**config.mk**
```make
export PLATFORM = sky130hd
export DESIGN_NAME = lock_entry_controller_flat
export DESIGN_NICKNAME = d
export VERILOG_FILES = /design/src/rtl/lock_entry_controller_pkg.sv /design/src/rtl/lock_entry_controller_if.sv /design/src/rtl/lock_entry_controller_timer.sv /design/src/rtl/lock_entry_controller.sv /design/src/flat_wrapper.sv
export SDC_FILE = /design/constraint.sdc
export NUM_CORES = 1
export LEC_CHECK = 0
export ABC_CLOCK_PERIOD_IN_PS = 2500
export BUFFER_PORTS_ARGS = -buffer_cell sky130_fd_sc_hd__buf_2
export CAP_MARGIN = 10
export CORE_MARGIN = 4
export CORE_UTILIZATION = 53
export DETAILED_ROUTE_END_ITERATION = 6
export GPL_TIMING_DRIVEN = 1
export PLACE_DENSITY = 0.75
export SYNTH_ARGS = -nofsm -noshare
export SYNTH_HDL_FRONTEND = slang
export SYNTH_SLANG_ARGS = --single-unit
```
**constraint.sdc**
```tcl
create_clock -name clk -period 2.5 [get_ports clk]
set_input_delay 0.5 -clock clk [delete_from_list [all_inputs] [get_ports clk]]
set_output_delay 0.5 -clock clk [all_outputs]
set_load 0.02 [all_outputs]
```
**src/rtl/lock_entry_controller_pkg.sv**
```systemverilog
// Shared types and constants for the combination-lock entry controller.
// Optional feature macro used by the controller: CODE_PROGRAM_EN.
package lock_pkg;

    localparam int DIGIT_W = 4;

    localparam logic [1:0] S0 = 2'd0;
    localparam logic [1:0] S1 = 2'd1;
    localparam logic [1:0] S2 = 2'd2;
    localparam logic [1:0] S3 = 2'd3;

    typedef enum logic [1:0] {
        IDLE    = 2'd0,
        PULSE   = 2'd1,
        SETTLE  = 2'd2,
        LOCKOUT = 2'd3
    } ctrlState_t;

    function automatic int maxLimit(input int a, input int b);
        return (a > b) ? a : b;
    endfunction

endpackage

```
**src/rtl/lock_entry_controller_if.sv**
```systemverilog
// Bundle between the button/switch front end, the lock FSM and the entry controller.
interface lock_entry_controller_if #(
    parameter int DIGIT_W = lock_pkg::DIGIT_W
);
    logic               btn_pulse;
    logic [DIGIT_W-1:0] digit_in;
    logic               prog;
    logic [1:0]         fsm_state;
    logic               enter_o;
    logic               correct_digit_o;
    logic               lockout_led;
    logic [1:0]         fail_count;
    logic               busy;

    modport master (
        output btn_pulse, digit_in, prog, fsm_state,
        input  enter_o, correct_digit_o, lockout_led, fail_count, busy
    );

    modport slave (
        input  btn_pulse, digit_in, prog, fsm_state,
        output enter_o, correct_digit_o, lockout_led, fail_count, busy
    );
endinterface

```
**src/rtl/lock_entry_controller_timer.sv**
```systemverilog
// Clearable up-counter with a terminal-count flag against a runtime limit.
module lock_timer #(
    parameter int WIDTH = 8
)(
    input  logic             clk,
    input  logic             reset,
    input  logic             i_clear,
    input  logic             i_enable,
    input  logic [WIDTH-1:0] i_limit,
    output logic             o_done
);
    logic [WIDTH-1:0] r_count;

    // Clear has priority so a terminal count restarts from zero on the next cycle.
    always_ff @(posedge clk or posedge reset) begin
        if (reset) begin
            r_count <= '0;
        end else if (i_clear) begin
            r_count <= '0;
        end else if (i_enable) begin
            r_count <= r_count + 1'b1;
        end
    end

    assign o_done = (r_count == i_limit);
endmodule

```
**src/rtl/lock_entry_controller.sv**
```systemverilog
// Turns debounced presses into enter/correct strobes for the lock FSM, with
// failed-attempt lockout and auto-relock. Optional macro: CODE_PROGRAM_EN.
module lock_entry_controller #(
    parameter int               DIGIT_W        = 4,
    parameter int               MAX_FAILS      = 3,
    parameter int               LOCKOUT_CYCLES = 50000000,
    parameter int               RELOCK_CYCLES  = 100000000,
    parameter logic [DIGIT_W-1:0] CODE0        = DIGIT_W'(3),
    parameter logic [DIGIT_W-1:0] CODE1        = DIGIT_W'(7),
    parameter logic [DIGIT_W-1:0] CODE2        = DIGIT_W'(1)
)(
    input logic               clk,
    input logic               reset,
    lock_entry_controller_if.slave bus
);
    import lock_pkg::*;

    localparam int TIMER_MAX = maxLimit(LOCKOUT_CYCLES, RELOCK_CYCLES);
    localparam int TIMER_W   = (TIMER_MAX > 1) ? $clog2(TIMER_MAX) : 1;
    localparam logic [TIMER_W-1:0] LOCK_LIMIT   = TIMER_W'(LOCKOUT_CYCLES - 1);
    localparam logic [TIMER_W-1:0] RELOCK_LIMIT = TIMER_W'(RELOCK_CYCLES - 1);

    ctrlState_t         r_state;
    ctrlState_t         w_nextState;
    logic               r_correct;
    logic               r_isDigit;
    logic [1:0]         r_failCount;
    logic               w_pressCorrect;
    logic               w_pressDigit;
    logic               w_timerClear;
    logic               w_timerEnable;
    logic               w_timerDone;
    logic [TIMER_W-1:0] w_timerLimit;
    logic               w_unlocked;
    logic               w_progWrite;
    logic               w_relock;
    logic [DIGIT_W-1:0] w_code0;
    logic [DIGIT_W-1:0] w_code1;
    logic [DIGIT_W-1:0] w_code2;
    logic [DIGIT_W-1:0] w_codeSel;
    logic               w_cmp;

    assign w_unlocked   = (bus.fsm_state == S3);
    assign w_timerLimit = (r_state == LOCKOUT) ? LOCK_LIMIT : RELOCK_LIMIT;
    assign w_relock     = (r_state == IDLE) && (w_nextState == PULSE) && w_unlocked;

`ifdef CODE_PROGRAM_EN
    logic [DIGIT_W-1:0] r_code0;
    logic [DIGIT_W-1:0] r_code1;
    logic [DIGIT_W-1:0] r_code2;
    logic [1:0]         r_progIdx;

    assign w_progWrite = (r_state == IDLE) && w_unlocked && bus.prog && bus.btn_pulse;
    assign w_code0     = r_code0;
    assign w_code1     = r_code1;
    assign w_code2     = r_code2;

    // Programmable code store; the write pointer rewinds whenever the lock relocks.
    always_ff @(posedge clk or posedge reset) begin
        if (reset) begin
            r_code0   <= CODE0;
            r_code1   <= CODE1;
            r_code2   <= CODE2;
            r_progIdx <= 2'd0;
        end else if (w_progWrite) begin
            case (r_progIdx)
                2'd0:    r_code0 <= bus.digit_in;
                2'd1:    r_code1 <= bus.digit_in;
                default: r_code2 <= bus.digit_in;
            endcase
            r_progIdx <= (r_progIdx == 2'd2) ? 2'd0 : r_progIdx + 2'd1;
        end else if (w_relock) begin
            r_progIdx <= 2'd0;
        end
    end
`else
    logic w_unusedProg;

    assign w_unusedProg = bus.prog;
    assign w_progWrite  = 1'b0;
    assign w_code0      = CODE0;
    assign w_code1      = CODE1;
    assign w_code2      = CODE2;
`endif

    // Pick the code digit matching the lock FSM's live progress.
    always_comb begin
        w_codeSel = w_code0;
        case (bus.fsm_state)
            S1:      w_codeSel = w_code1;
            S2:      w_codeSel = w_code2;
            default: w_codeSel = w_code0;
        endcase
    end

    assign w_cmp = (bus.digit_in == w_codeSel);

    lock_timer #(
        .WIDTH (TIMER_W)
    ) u_timer (
        .clk      (clk),
        .reset    (reset),
        .i_clear  (w_timerClear),
        .i_enable (w_timerEnable),
        .i_limit  (w_timerLimit),
        .o_done   (w_timerDone)
    );

    // Next-state and timer control; the timer only runs while unlocked-idle or in lockout.
    always_comb begin
        w_nextState    = r_state;
        w_timerClear   = 1'b1;
        w_timerEnable  = 1'b0;
        w_pressCorrect = 1'b0;
        w_pressDigit   = 1'b0;
        case (r_state)
            IDLE: begin
                if (w_unlocked) begin
                    w_timerClear  = 1'b0;
                    w_timerEnable = 1'b1;
                    if (w_progWrite) begin
                        w_timerClear = 1'b1;
                    end else if (bus.btn_pulse || w_timerDone) begin
                        w_nextState  = PULSE;
                        w_timerClear = 1'b1;
                    end
                end else if (bus.btn_pulse) begin
                    w_nextState    = PULSE;
                    w_pressDigit   = 1'b1;
                    w_pressCorrect = w_cmp;
                end
            end
            PULSE: begin
                w_nextState = SETTLE;
            end
            SETTLE: begin
                w_nextState = (r_failCount == 2'(MAX_FAILS)) ? LOCKOUT : IDLE;
            end
            LOCKOUT: begin
                w_timerClear  = 1'b0;
                w_timerEnable = 1'b1;
                if (w_timerDone) begin
                    w_nextState  = IDLE;
                    w_timerClear = 1'b1;
                end
            end
            default: begin
                w_nextState = IDLE;
            end
        endcase
    end

    // Controller state register.
    always_ff @(posedge clk or posedge reset) begin
        if (reset) begin
            r_state <= IDLE;
        end else begin
            r_state <= w_nextState;
        end
    end

    // Capture the press result so it can be presented during PULSE.
    always_ff @(posedge clk or posedge reset) begin
        if (reset) begin
            r_correct <= 1'b0;
            r_isDigit <= 1'b0;
        end else if ((r_state == IDLE) && (w_nextState == PULSE)) begin
            r_correct <= w_pressCorrect;
            r_isDigit <= w_pressDigit;
        end
    end

    // Consecutive wrong-digit counter; relock pulses leave it untouched.
    always_ff @(posedge clk or posedge reset) begin
        if (reset) begin
            r_failCount <= 2'd0;
        end else if ((r_state == PULSE) && r_isDigit) begin
            r_failCount <= r_correct ? 2'd0 : r_failCount + 2'd1;
        end else if ((r_state == LOCKOUT) && (w_nextState == IDLE)) begin
            r_failCount <= 2'd0;
        end
    end

    assign bus.enter_o         = (r_state == PULSE);
    assign bus.correct_digit_o = (r_state == PULSE) && r_correct;
    assign bus.lockout_led     = (r_state == LOCKOUT);
    assign bus.fail_count      = r_failCount;
    assign bus.busy            = (r_state != IDLE);
endmodule

```
**src/flat_wrapper.sv**
```systemverilog
// flat-port wrapper written by rule: the top's interface ports become plain ports
module lock_entry_controller_flat import lock_pkg::*;
#(
    parameter int               DIGIT_W        = 4,
    parameter int               MAX_FAILS      = 3,
    parameter int               LOCKOUT_CYCLES = 50000000,
    parameter int               RELOCK_CYCLES  = 100000000,
    parameter logic [DIGIT_W-1:0] CODE0        = DIGIT_W'(3),
    parameter logic [DIGIT_W-1:0] CODE1        = DIGIT_W'(7),
    parameter logic [DIGIT_W-1:0] CODE2        = DIGIT_W'(1)
)
  (clk, reset, bus_btn_pulse, bus_digit_in, bus_prog, bus_fsm_state, bus_enter_o, bus_correct_digit_o, bus_lockout_led, bus_fail_count, bus_busy);
  lock_entry_controller_if #(.DIGIT_W(DIGIT_W)) bus_i ();
  input logic clk;
  input logic reset;
  input wire logic [$bits(bus_i.btn_pulse)-1:0] bus_btn_pulse;
  input wire logic [$bits(bus_i.digit_in)-1:0] bus_digit_in;
  input wire logic [$bits(bus_i.prog)-1:0] bus_prog;
  input wire logic [$bits(bus_i.fsm_state)-1:0] bus_fsm_state;
  output wire logic [$bits(bus_i.enter_o)-1:0] bus_enter_o;
  output wire logic [$bits(bus_i.correct_digit_o)-1:0] bus_correct_digit_o;
  output wire logic [$bits(bus_i.lockout_led)-1:0] bus_lockout_led;
  output wire logic [$bits(bus_i.fail_count)-1:0] bus_fail_count;
  output wire logic [$bits(bus_i.busy)-1:0] bus_busy;
  assign bus_i.btn_pulse = bus_btn_pulse;
  assign bus_i.digit_in = bus_digit_in;
  assign bus_i.prog = bus_prog;
  assign bus_i.fsm_state = bus_fsm_state;
  assign bus_enter_o = bus_i.enter_o;
  assign bus_correct_digit_o = bus_i.correct_digit_o;
  assign bus_lockout_led = bus_i.lockout_led;
  assign bus_fail_count = bus_i.fail_count;
  assign bus_busy = bus_i.busy;
  lock_entry_controller #(.DIGIT_W(DIGIT_W), .MAX_FAILS(MAX_FAILS), .LOCKOUT_CYCLES(LOCKOUT_CYCLES), .RELOCK_CYCLES(RELOCK_CYCLES), .CODE0(CODE0), .CODE1(CODE1), .CODE2(CODE2)) u_core (.clk(clk), .reset(reset), .bus(bus_i));
endmodule
```
-- Word-level counts from Yosys, hierarchy flattened
Index checks and enable logic that the tools add are counted.
- flip-flop bits (word level): 33
- input port bits: 10
- output and inout port bits: 6
- logic and storage cells: 52
- add/subtract/negate cells: 2
- equal/unequal tests: 10
- muxes and demuxes: 25
- reduce and logical (&&, ||, !) cells: 10
- operators with widths (cell ; number):
    two-way mux 27 bit ; 3
    adder 27 x 1 -> 27 bit (second input constant) ; 1
    equality test 27 bit ; 1
    two-way mux 2 bit ; 8
    equality test 2 bit (second input constant) ; 5
    two-way mux 1 bit ; 10
    case mux 2 bit (4 select lines) ; 1
    equality test 2 x 1 -> 1 bit (second input constant) ; 3
    case mux 3 bit (2 select lines) ; 1
    nonzero test 2 bit ; 3
    equality test 4 x 3 -> 1 bit ; 1
    logical AND 1 bit ; 4
    zero test 2 bit ; 2
    case mux 1 bit (2 select lines) ; 2
    adder 2 x 1 -> 2 bit (second input constant) ; 1
    logical OR 1 bit ; 1

-- Depth between registers and ports, before layout
Gate-level depths: netlist of the first run.
- depth after elaboration: 11
- mapped depth: 9
- gate-level depth less buffers: 8

-- Cells and area by module
From an unflattened synthesis of the first run, not the netlist that was laid out.
- cell total of the unflattened synthesis: 230
- area, all modules: 2169.6 um2
- modules (own cells, without submodules) (module ; instances ; cells each ; area an instance (um2) ; seq. area each (um2)):
    lock_timer ; 1 ; 179 ; 1710.4 ; 675.6
    lock_entry_controller ; 1 ; 51 ; 459.2 ; 150.1

-- Worst setup path before layout of the first run
No wires, ideal clock.
- kind: register to register
- start point: register u_core.r_state[0]
- end point: register u_core.r_failCount[0] (netlist: u_core.bus.fail_count[0])
- library setup time: 0.120 ns
- arrival time: 2.369 ns
- required time: 2.380 ns
- path slack: 0.011 ns
- stages on the path, launching flop included: 9
- path buffers: 1
- clock period less this slack: 2.489 ns
- cells stage by stage: dfrtp_1 -> ha_1 -> buf_6 -> or4bb_1 -> o32ai_2 -> nand4_4 -> a31o_1 -> a211o_1 -> a31o_1
- word-level cells in the longest chain between the ends: 10
- elaborated cells between the ends (all ways): 17
- those cells by class: eq/ne (4); mux (7); reduce/logical (6)
- ends and longest elaborated chain (what ; RTL line ; source):
    start, declared ; lock_entry_controller.sv:23 ; ctrlState_t r_state;
    start signal, assigned ; lock_entry_controller.sv:158 ; r_state <= w_nextState;
    equality test 2 bit (*) ; -- ;
    via bus_lockout_led ; flat_wrapper.sv:22 ; output wire logic [$bits(bus_i.lockout_led)-1:0] bus_lockout_led;
    two-way mux 27 bit ; lock_entry_controller.sv:44 ; assign w_timerLimit = (r_state == LOCKOUT) ? LOCK_LIMIT : RELOCK_LIMIT;
    equality test 27 bit ; lock_entry_controller_timer.sv:25 ; assign o_done = (r_count == i_limit);
    logical OR 1 bit ; lock_entry_controller.sv:123 ; end else if (bus.btn_pulse || w_timerDone) begin
    two-way mux 2 bit ; lock_entry_controller.sv:123 ;
    two-way mux 2 bit ; lock_entry_controller.sv:118 ; if (w_unlocked) begin
    case mux 2 bit (4 select lines) (*) ; lock_entry_controller.sv:116 ; case (r_state)
    via u_core.w_nextState[1] ; lock_entry_controller.sv:24 ; ctrlState_t w_nextState;
    zero test 2 bit (*) ; lock_entry_controller.sv:179 ; end else if ((r_state == LOCKOUT) && (w_nextState == IDLE)) begin
    logical AND 1 bit (*) ; lock_entry_controller.sv:179 ;
    nonzero test 2 bit (no line) (*) ; -- ;
    end signal, assigned ; lock_entry_controller.sv:178 ; r_failCount <= r_correct ? 2'd0 : r_failCount + 2'd1;
    end, declared ; lock_entry_controller.sv:27 ; logic [1:0] r_failCount;
The timed path passes the listed nets; every way through them passes the cells marked *.
A chain may end at the register's enable or synchronous reset.

-- Final worst setup path of the first run
- start point: register u_core.r_state[1]
- end point: register u_core.r_failCount[1] (netlist: u_core.bus.fail_count[1])
- word-level cells in the longest chain between the ends: 10
- elaborated cells between the ends (all ways): 17
- those cells by class: eq/ne (4); mux (7); reduce/logical (6)
- ends and longest elaborated chain (what ; RTL line):
    equality test 2 bit ; lock_entry_controller.sv:44, lock_entry_controller.sv:116
    two-way mux 27 bit ; lock_entry_controller.sv:44
    equality test 27 bit ; lock_entry_controller_timer.sv:25
    logical OR 1 bit ; lock_entry_controller.sv:123
    two-way mux 2 bit ; lock_entry_controller.sv:123
    two-way mux 2 bit ; lock_entry_controller.sv:118
    case mux 2 bit (4 select lines) (*) ; lock_entry_controller.sv:116
    via u_core.w_nextState[1] ; lock_entry_controller.sv:24
    zero test 2 bit (*) ; lock_entry_controller.sv:179
    logical AND 1 bit (*) ; lock_entry_controller.sv:179
    nonzero test 2 bit (no line) (*) ; --
Marked as above.

==> run_results.csv, run 1 <==
group,metric,value,unit
run_status,status,"finished, final reports clean",
die,die_area,4659,µm²
clocking,clk_pin_slew,100,ps
finish,finalNetCount,235,
finish,final_common_cell,"nor2_1",
timing,fin_crit,2430,ps
critical_path,r2r_cells,7,
critical_path,crit_type,"flip-flop to flip-flop",
clocking,htree_levels,2,
timing,finalSetupTns,0,ps
clocking,root_buffer,"clkbuf_4",
die,fp.dieW,68.26,µm
clocking,cts_buffers,5,
clocking,ctsHoldBuffers,0,
routing,wl_per_cell,14.94,µm
timing,drv_slew,0,
power,seq_power_share,62.9,%
clocking,clockBufferDepth,2,
yosys,avgSynthCellArea,9.818,µm²
routing,routed_via_density,5.624,
power,p_clk_share,33.8,%
global_routing,grt_pass1_wl,6734,µm
critical_path,cp_max_fo,6,
timing,setup_viol,0,
yosys,synth_edf_count,0,
flow_run,drv_cap,0,
yosys,synth_seq_cells,33,
routing,final_antenna_net_count,0,
critical_path,cp.arrival,2660,ps
power,power.combinational.fraction,3.3,%
global_routing,grt_max_degree,34,
die,start_util,56.34,%
placement,postPlaceCellArea,2064,µm²
placement,gp_congestion,0.9583,
critical_path,r2r_start,"u_core.r_state[1]",
yosys,ys_async_sr_fraction,100.0,%
critical_path,reg2reg_slack,70,ps
power,power.leakage,0.0009841,µW
timing,hold_viol,0,
die,rows,21,
yosys,synth_area,1924,µm²
finish,area_growth,11.57,%
routing,route.detailed.drc,0,
finish,drive_above_1_share,17.27,%
power,p_sw,200.0,µW
power,powerDensity,394.7,nW/µm²
power,swShare,23.60,%
clocking,cts_tree,"yes",
finish,final_core_util,62.86,%
clocking,clk_latency,340,ps
routing,drt_iter0_drc,152,
yosys,ys_types,44,
timing,fin_crit_sh,97.20,%
die,io_pins,16,
global_routing,antenna_found_initial,0,
yosys,ys.flop_type,"dfrtp_1",
placement,hpwl,2907,µm
finish,mostFrequentLayoutCells,"nor2_1 (36), dfrtp_1 (32), xor2_1 (20), buf_2 (14)",
clocking,cts_sinks,33,
routing,vias,1496,
critical_path,rr_endpoint,"u_core.bus.fail_count[1]",
yosys,yosysWarningCount,0,
die,die_h,68.26,µm
die,core_area,3416,µm²
placement,io_buffer_count,14,
timing,rsz0062_at_grt,"no",
finish,fillers,275,
timing,finalClockSkew,11.48,ps
global_routing,grt.overflow.total,0,
yosys,syn-instance-count,196,
yosys,synthesis.nets,212,
worst_hold_path,worstHoldPathType,"primary input to async pin",
critical_path,required,2730,ps
global_routing,grt_usage,19.66,%
routing,routed_wl,3975,µm
timing,tightest_slew,665.4,ps
critical_path,setup.worst_path.start_class,"flip-flop",
routing,drt_pass1_iterations,6,
critical_path,end_kind,"flip-flop",
power,internal_power,647.5,µW
timing,maxSlewHeadroom,55.43,%
yosys,synth-seq-area-share,42.91,%
global_routing,grt_pass1_vias,1458,
power,power.total,847.5,µW
finish,stdcell_area,2147,µm²
power,peakVddDrop,328.7,µV
timing,fmax,411.5,MHz
finish,antennaDiodeCount,0,
-- stage by stage --
step | cells | hold WS, ps | worst slack, ps
finish | 266 | 229.9 | 69.98
global route | 266 | 262.1 | 17.86
global placement | 256 | 481.8 | 128.9
CTS | 264 | 227.2 | 37.14
floorplan | 196 | 465.6 | 10.98
detailed placement | 256 | 489.8 | 66.56
-- cells in the mapped netlist (2+ instances only) --
cell,count,area (µm²)
a21oi_1,4,20.02
a31o_1,3,26.28
and2_1,2,12.51
and3_1,6,37.54
and4_1,3,26.28
buf_6,3,33.78
clkbuf_1,2,7.510
dfrtp_1,33,825.8
ha_1,6,75.07
inv_1,7,26.28
nand2_1,11,41.29
nand3_1,11,55.05
nand4_1,6,37.54
nor2_1,36,135.1
nor3_1,4,20.02
nor3b_1,2,15.01
o21a_1,2,15.01
o21ai_0,2,10.01
xnor2_1,9,78.83
xor2_1,20,175.2
-- state kept, by name (all words and copies together) (netlist names) --
signal / flops
u_core.u_timer.r_count: 27
u_core.r_isDigit: 1
u_core.bus.fail_count: 2
u_core.r_state: 2
u_core.r_correct: 1
-- area by class of cell --
class | instances | area, µm² | share of cell area, %
inverter | 7 | 26.28 | 1.224
clock buffer | 5 | 37.54 | 1.748
clock inverter | 3 | 17.52 | 0.8159
sequential | 33 | 827.0 | 38.52
tap | 46 | 57.56 | 2.681
multi-input combinational | 150 | 1039 | 48.37
timing repair buffer | 22 | 142.6 | 6.643
-- routing by layer --
layer	wire (µm)	vias to the layer above	GRT usage [%]
met5	0	-	0
met4	31	0	5.955
met3	118	4	5.419
met2	1984	28	33.33
met1	1839	733	24.22
li1	-	731	-
-- worst max-delay path by stage --
stage	from	to	slack, ps
global placement	u_core.r_state[0]	u_core.bus.fail_count[1]	130
global route	u_core.r_state[1]	u_core.bus.fail_count[0]	20
finish	u_core.r_state[1]	u_core.bus.fail_count[1]	70
CTS	u_core.r_state[0]	u_core.bus.fail_count[0]	40
detailed placement	u_core.r_state[0]	u_core.bus.fail_count[0]	70
floorplan	u_core.r_state[0]	u_core.bus.fail_count[0]	10
-- power by group through the flow --
stage | clock network (µW) | registers [µW] | logic (µW)
2_1_floorplan | 0 | 544 | 14.3
4_1_cts | 300 | 533 | 28.6
3_3_place_gp | 0 | 544 | 26.8
6_report | 286 | 533 | 27.9
5_1_grt | 319 | 534 | 32.3
3_5_place_dp | 0 | 544 | 28.6
-- worst max-delay path: stages (launching register included) --
cell	delay, ps
dfrtp_2	460
ha_1	210
or4bb_1	530
o32ai_4	150
nand4_4	170
a31o_1	250
a211o_1	320
a31o_1	230
-- repair_timing --
action | in CTS | in global routing
endpoints found under the setup margin | 0 | 2
resized for setup | 0 | 2
setup buffers | 0 | 2
-- cells by family (layout without fill, tap and decap cells) --
logic type	after synthesis	in the layout	synth area share (%)
AO/OA/AOI/OAI	21	21	9.104
XOR/XNOR	29	29	13.20
AND/OR/NAND/NOR	92	92	26.07
flip-flops	33	33	42.91
adder cells (fa/ha/maj)	6	6	3.901
buffers and inverters	13	37	3.706
multiplexers	2	2	1.105
No activity file was read; power rests on OpenSTA's default activity.
==> run 2: changes to the inputs <==
--- a/config.mk
+++ b/config.mk
@@ -5,14 +5,14 @@
 export SDC_FILE = /design/constraint.sdc
 export NUM_CORES = 1
 export LEC_CHECK = 0
-export ABC_CLOCK_PERIOD_IN_PS = 2500
+export ABC_CLOCK_PERIOD_IN_PS = 2750
 export BUFFER_PORTS_ARGS = -buffer_cell sky130_fd_sc_hd__buf_2
 export CAP_MARGIN = 10
 export CORE_MARGIN = 4
-export CORE_UTILIZATION = 53
+export CORE_UTILIZATION = 59
 export DETAILED_ROUTE_END_ITERATION = 6
 export GPL_TIMING_DRIVEN = 1
-export PLACE_DENSITY = 0.75
+export PLACE_DENSITY = 0.79
 export SYNTH_ARGS = -nofsm -noshare
 export SYNTH_HDL_FRONTEND = slang
 export SYNTH_SLANG_ARGS = --single-unit
==> constraint.sdc (replaced) <==
create_clock -name clk -period 2.75 [get_ports clk]
set_input_delay 0.55 -clock clk [delete_from_list [all_inputs] [get_ports clk]]
set_output_delay 0.55 -clock clk [all_outputs]
set_load 0.02 [all_outputs]
==> run_results.csv, run 2 (same netlist as run 1, synthesis figures left out) <==
group,metric,value,unit
global_routing,grt_max_degree,34,
routing,vias,1499,
clocking,cts_tree,"yes",
global_routing,grt_pass1_wl,6982,µm
power,swShare,23.22,%
power,p_clk_share,33.6,%
global_routing,grt_pass1_vias,1517,
timing,finalSetupTns,0,ps
critical_path,rr_endpoint,"u_core.u_timer.r_count[20]",
routing,drt_iter0_drc,112,
critical_path,setup.worst_path.start_class,"flip-flop",
placement,gp_congestion,0.8066,
routing,final_antenna_net_count,0,
critical_path,worst_path_max_delay_cell,"or4bb_1",
flow_run,drv_cap,0,
finish,final_common_cell,"nor2_1",
timing,fmax,407.5,MHz
run_status,status,"finished, final reports clean",
power,seq_power_share,63.1,%
die,io_pins,16,
timing,drv_slew,0,
critical_path,cp.arrival,2660,ps
routing,wl_per_cell,14.41,µm
finish,drive_above_1_share,14.81,%
critical_path,r2r_cells,8,
worst_hold_path,worstHoldPathType,"primary input to async pin",
clocking,cts_buffers,5,
critical_path,r2r_start,"u_core.r_state[0]",
critical_path,crit_type,"flip-flop to flip-flop",
critical_path,end_kind,"flip-flop",
clocking,cts_resized,0,
power,peakVddDrop,297.5,µV
timing,fin_crit,2454,ps
critical_path,required,2960,ps
clocking,post_cts_buffers,0,
critical_path,reg2reg_slack,300,ps
global_routing,grt.overflow.total,0,
routing,routed_via_density,5.765,
timing,rsz0062_at_grt,"no",
placement,dp.cells,252,
critical_path,worstPathCellList,"ha_1, or4bb_1, o32ai_2, nand4_4, o21a_1, a31oi_4, buf_4, nor2_1",
clocking,clk_pin_slew,100,ps
power,internal_power,589.7,µW
die,core_area,3078,µm²
finish,final_cells,260,
power,p_sw,178.4,µW
die,rows,20,
finish,area_growth,8.387,%
die,start_util,62.52,%
clocking,ctsHoldBuffers,0,
clocking,clk_latency,330,ps
finish,stdcell_area,2086,µm²
finish,largest_reg_flops,27,
timing,tightest_slew,651.7,ps
routing,routed_wl,3746,µm
finish,largest_register,"u_core.u_timer.r_count",
power,powerDensity,368.3,nW/µm²
placement,postPlaceCellArea,2034,µm²
timing,fin_crit_sh,89.23,%
finish,mostFrequentLayoutCells,"nor2_1 (36), dfrtp_1 (33), xor2_1 (20), buf_2 (14)",
global_routing,antenna_found_initial,0,
critical_path,cp_max_fo,27,
timing,whs,286.1,ps
die,die_h,65.11,µm
finish,antennaDiodeCount,0,
routing,route.detailed.drc,0,
timing,setup_viol,0,
clocking,root_buffer,"clkbuf_4",
die,fp.dieW,65.11,µm
placement,hpwl,2761,µm
timing,hold_viol,0,
clocking,clockBufferDepth,2,
clocking,cts_sinks,33,
clocking,htree_levels,2,
power,power.leakage,0.0009635,µW
finish,finalNetCount,231,
power,power.total,768.2,µW
die,die_area,4239,µm²
timing,finalClockSkew,7.138,ps
power,power.combinational.fraction,3.2,%
placement,io_buffer_count,14,
critical_path,cpPeakStageDelay,510,ps
global_routing,grt_usage,21.39,%
timing,maxSlewHeadroom,56.35,%
routing,drt_pass1_iterations,4,
-- run 2: final cells by class --
type                       instances  area [µm²]
clock buffer                       6       41.29
clock inverter                     2       10.01
fill                             253       992.2
inverter                           7       26.28
multi-input combinational        150        1027
sequential                        33       825.8
tap                               44       55.05
timing repair buffer              18       100.1
-- run 2: metal layers --
metal	wire [µm]	share of wire [%]	up-vias	GRT usage (%)
met5	0	0	-	0
met4	36	0.96	0	6.736
met3	189	5.0	4	4.786
met2	1920	51	39	34.99
met1	1599	43	729	28.38
li1	-	-	727	-
-- run 2: critical path: cells and delay by family, from the launching register on --
kind / cells / cell delay (ps)
buffers and inverters: 1 / 300
flip-flops: 1 / 450
AND/OR/NAND/NOR: 3 / 820
adder cells (fa/ha/maj): 1 / 230
AO/OA/AOI/OAI: 3 / 530
-- run 2: how the worst max path moves through the flow --
stage / slack (ps) / from / endpoint / cells after the start
floorplan: 260 / u_core.r_state[0] / u_core.bus.fail_count[0] / 8
global placement: 370 / u_core.r_state[0] / u_core.bus.fail_count[0] / 7
detailed placement: 330 / u_core.r_state[0] / u_core.u_timer.r_count[8] / 8
CTS: 290 / u_core.r_state[0] / u_core.u_timer.r_count[20] / 8
global route: 170 / u_core.r_state[0] / u_core.u_timer.r_count[15] / 8
finish: 300 / u_core.r_state[0] / u_core.u_timer.r_count[20] / 8
-- run 2: power by group through the flow --
stage,Combinational (µW),Clock (µW),Sequential [µW]
final,25.0,258,485
after global routing,28.9,293,485
after CTS,25.5,267,485
after detailed placement,25.5,0,494
after global placement,24.3,0,494
after floorplan,13.0,0,494
-- run 2: through the flow --
stage	worst slack (ps)	util (%)
floorplan	261.0	-
global placement	371.1	66.10
detailed placement	325.8	66.10
CTS	288.9	67.76
global route	172.4	67.76
finish	296.1	67.76
==> run 3: changes to the inputs <==
==> constraint.sdc (replaced) <==
create_clock -name clk -period 2.75 [get_ports clk]
set_input_delay 0 -clock clk [delete_from_list [all_inputs] [get_ports clk]]
set_output_delay 0 -clock clk [all_outputs]
set_load 0.02 [all_outputs]
==> run_results.csv, run 3 (same netlist as run 1, synthesis figures left out) <==
group,metric,value,unit
run_status,status,"finished, final reports clean",
finish,area_growth,9.818,%
clocking,cts_tree,"yes",
clocking,cts_resized,0,
die,start_util,62.52,%
timing,hold_viol,0,
finish,drive_above_1_share,14.75,%
finish,final_common_cell,"nor2_1",
clocking,cts_buffers,5,
global_routing,grt_max_degree,34,
routing,final_antenna_net_count,0,
timing,fin_crit_sh,89.39,%
global_routing,grt_usage,21.18,%
clocking,root_buffer,"clkbuf_4",
power,power.total,793.4,µW
clocking,htree_levels,2,
finish,final_cells,261,
global_routing,grt.overflow.total,0,
placement,io_buffer_count,14,
routing,drt_iter0_drc,126,
global_routing,grt_pass1_vias,1574,
timing,maxSlewHeadroom,59.29,%
die,die_h,65.11,µm
clocking,clockBufferDepth,2,
global_routing,antenna_found_initial,0,
critical_path,required,2970,ps
routing,vias,1506,
timing,finalSetupTns,0,ps
timing,fin_crit,2458,ps
finish,mostFrequentLayoutCells,"nor2_1 (36), dfrtp_1 (33), xor2_1 (20), buf_2 (14)",
die,rows,20,
critical_path,setup.worst_path.start_class,"flip-flop",
finish,largest_register,"u_core.u_timer.r_count",
flow_run,drv_cap,0,
timing,fmax,406.8,MHz
finish,largest_reg_flops,27,
routing,drt_pass1_iterations,4,
timing,rsz0062_at_grt,"no",
global_routing,grt_pass1_wl,6858,µm
timing,tightest_slew,607.8,ps
placement,dp.cells,252,
clocking,cts_sinks,33,
die,fp.dieW,65.11,µm
clocking,post_cts_buffers,0,
critical_path,cp_max_fo,27,
clocking,ctsHoldBuffers,2,
finish,antennaDiodeCount,0,
die,die_area,4239,µm²
die,io_pins,16,
worst_hold_path,worstHoldPathType,"primary input to flip-flop",
clocking,clk_pin_slew,100,ps
finish,finalNetCount,233,
power,peakVddDrop,310.9,µV
die,core_area,3078,µm²
clocking,clk_latency,340,ps
routing,wl_per_cell,14.79,µm
finish,fillers,268,
placement,hpwl,2806,µm
power,power.leakage,0.0009702,µW
placement,gp_congestion,0.8229,
routing,routed_via_density,5.770,
critical_path,crit_type,"flip-flop to flip-flop",
critical_path,end_kind,"flip-flop",
timing,finalClockSkew,7.775,ps
timing,setup_viol,0,
timing,drv_slew,0,
routing,routed_wl,3861,µm
critical_path,cp.arrival,2680,ps
routing,route.detailed.drc,0,
power,powerDensity,375.4,nW/µm²
-- run 3: cell types whose count changed in the layout (fill, tap and decap cells not counted) --
cell and change:
clkinv_2 -2, dlygate4sd3_1 +2, clkbuf_1 -1, clkbuf_8 +1
clkinvlp_4 +1
-- run 3: power breakdown --
part | switching (µW) | internal (µW)
clock network | 161 | 119
logic | 18.5 | 9.44
registers | 0 | 485
-- run 3: layout make-up --
class | count | area [µm²] | area share (%)
clock inverter | 1 | 7.507 | 0.3552
inverter | 7 | 26.28 | 1.243
tap | 44 | 55.05 | 2.605
clock buffer | 6 | 51.30 | 2.427
sequential | 33 | 825.8 | 39.08
timing repair buffer | 20 | 120.1 | 5.684
multi-input combinational | 150 | 1027 | 48.61
-- run 3: layer usage --
metal | GRT usage [%] | wire length, µm
met1 | 25.98 | 1597
met2 | 35.89 | 2003
met3 | 5.641 | 166
met4 | 7.772 | 93
met5 | 0 | 0
-- run 3: worst paths after layout --
check / from / end / slack (ps) / cells past startpoint
worst min register to register: u_core.r_isDigit / u_core.r_isDigit / 540 / 1
worst min-delay path: bus_digit_in[3] / u_core.r_correct / 70 / 3
max in group asynchronous: reset / u_core.u_timer.r_count[6] / 2170 / 4
min in group asynchronous: reset / u_core.u_timer.r_count[21] / 270 / 4
worst max register to register: u_core.r_state[0] / u_core.u_timer.r_count[9] / 290 / 8
worst max-delay path: u_core.r_state[0] / u_core.u_timer.r_count[9] / 290 / 8
-- run 3: critical path, stage by stage, from the launching register on --
cell and delay [ps]:
dfrtp_1 440, ha_1 240, or4bb_1 510, o32ai_2 160, nand4_4 210, o21a_1 250, a31oi_4 130, buf_4 300
nor2_1 90
-- run 3: metrics by stage --
step | instance area, µm² | setup WS, ps | hold slack, ps | utilization, %
floorplan | 1924 | 261.0 | 128.9 | -
global placement | 2034 | 371.5 | 102.2 | 66.10
detailed placement | 2034 | 320.1 | 105.6 | 66.10
CTS | 2113 | 286.9 | 53.53 | 68.66
global route | 2113 | 187.1 | 34.12 | 68.66
finish | 2113 | 291.9 | 66.02 | 68.66
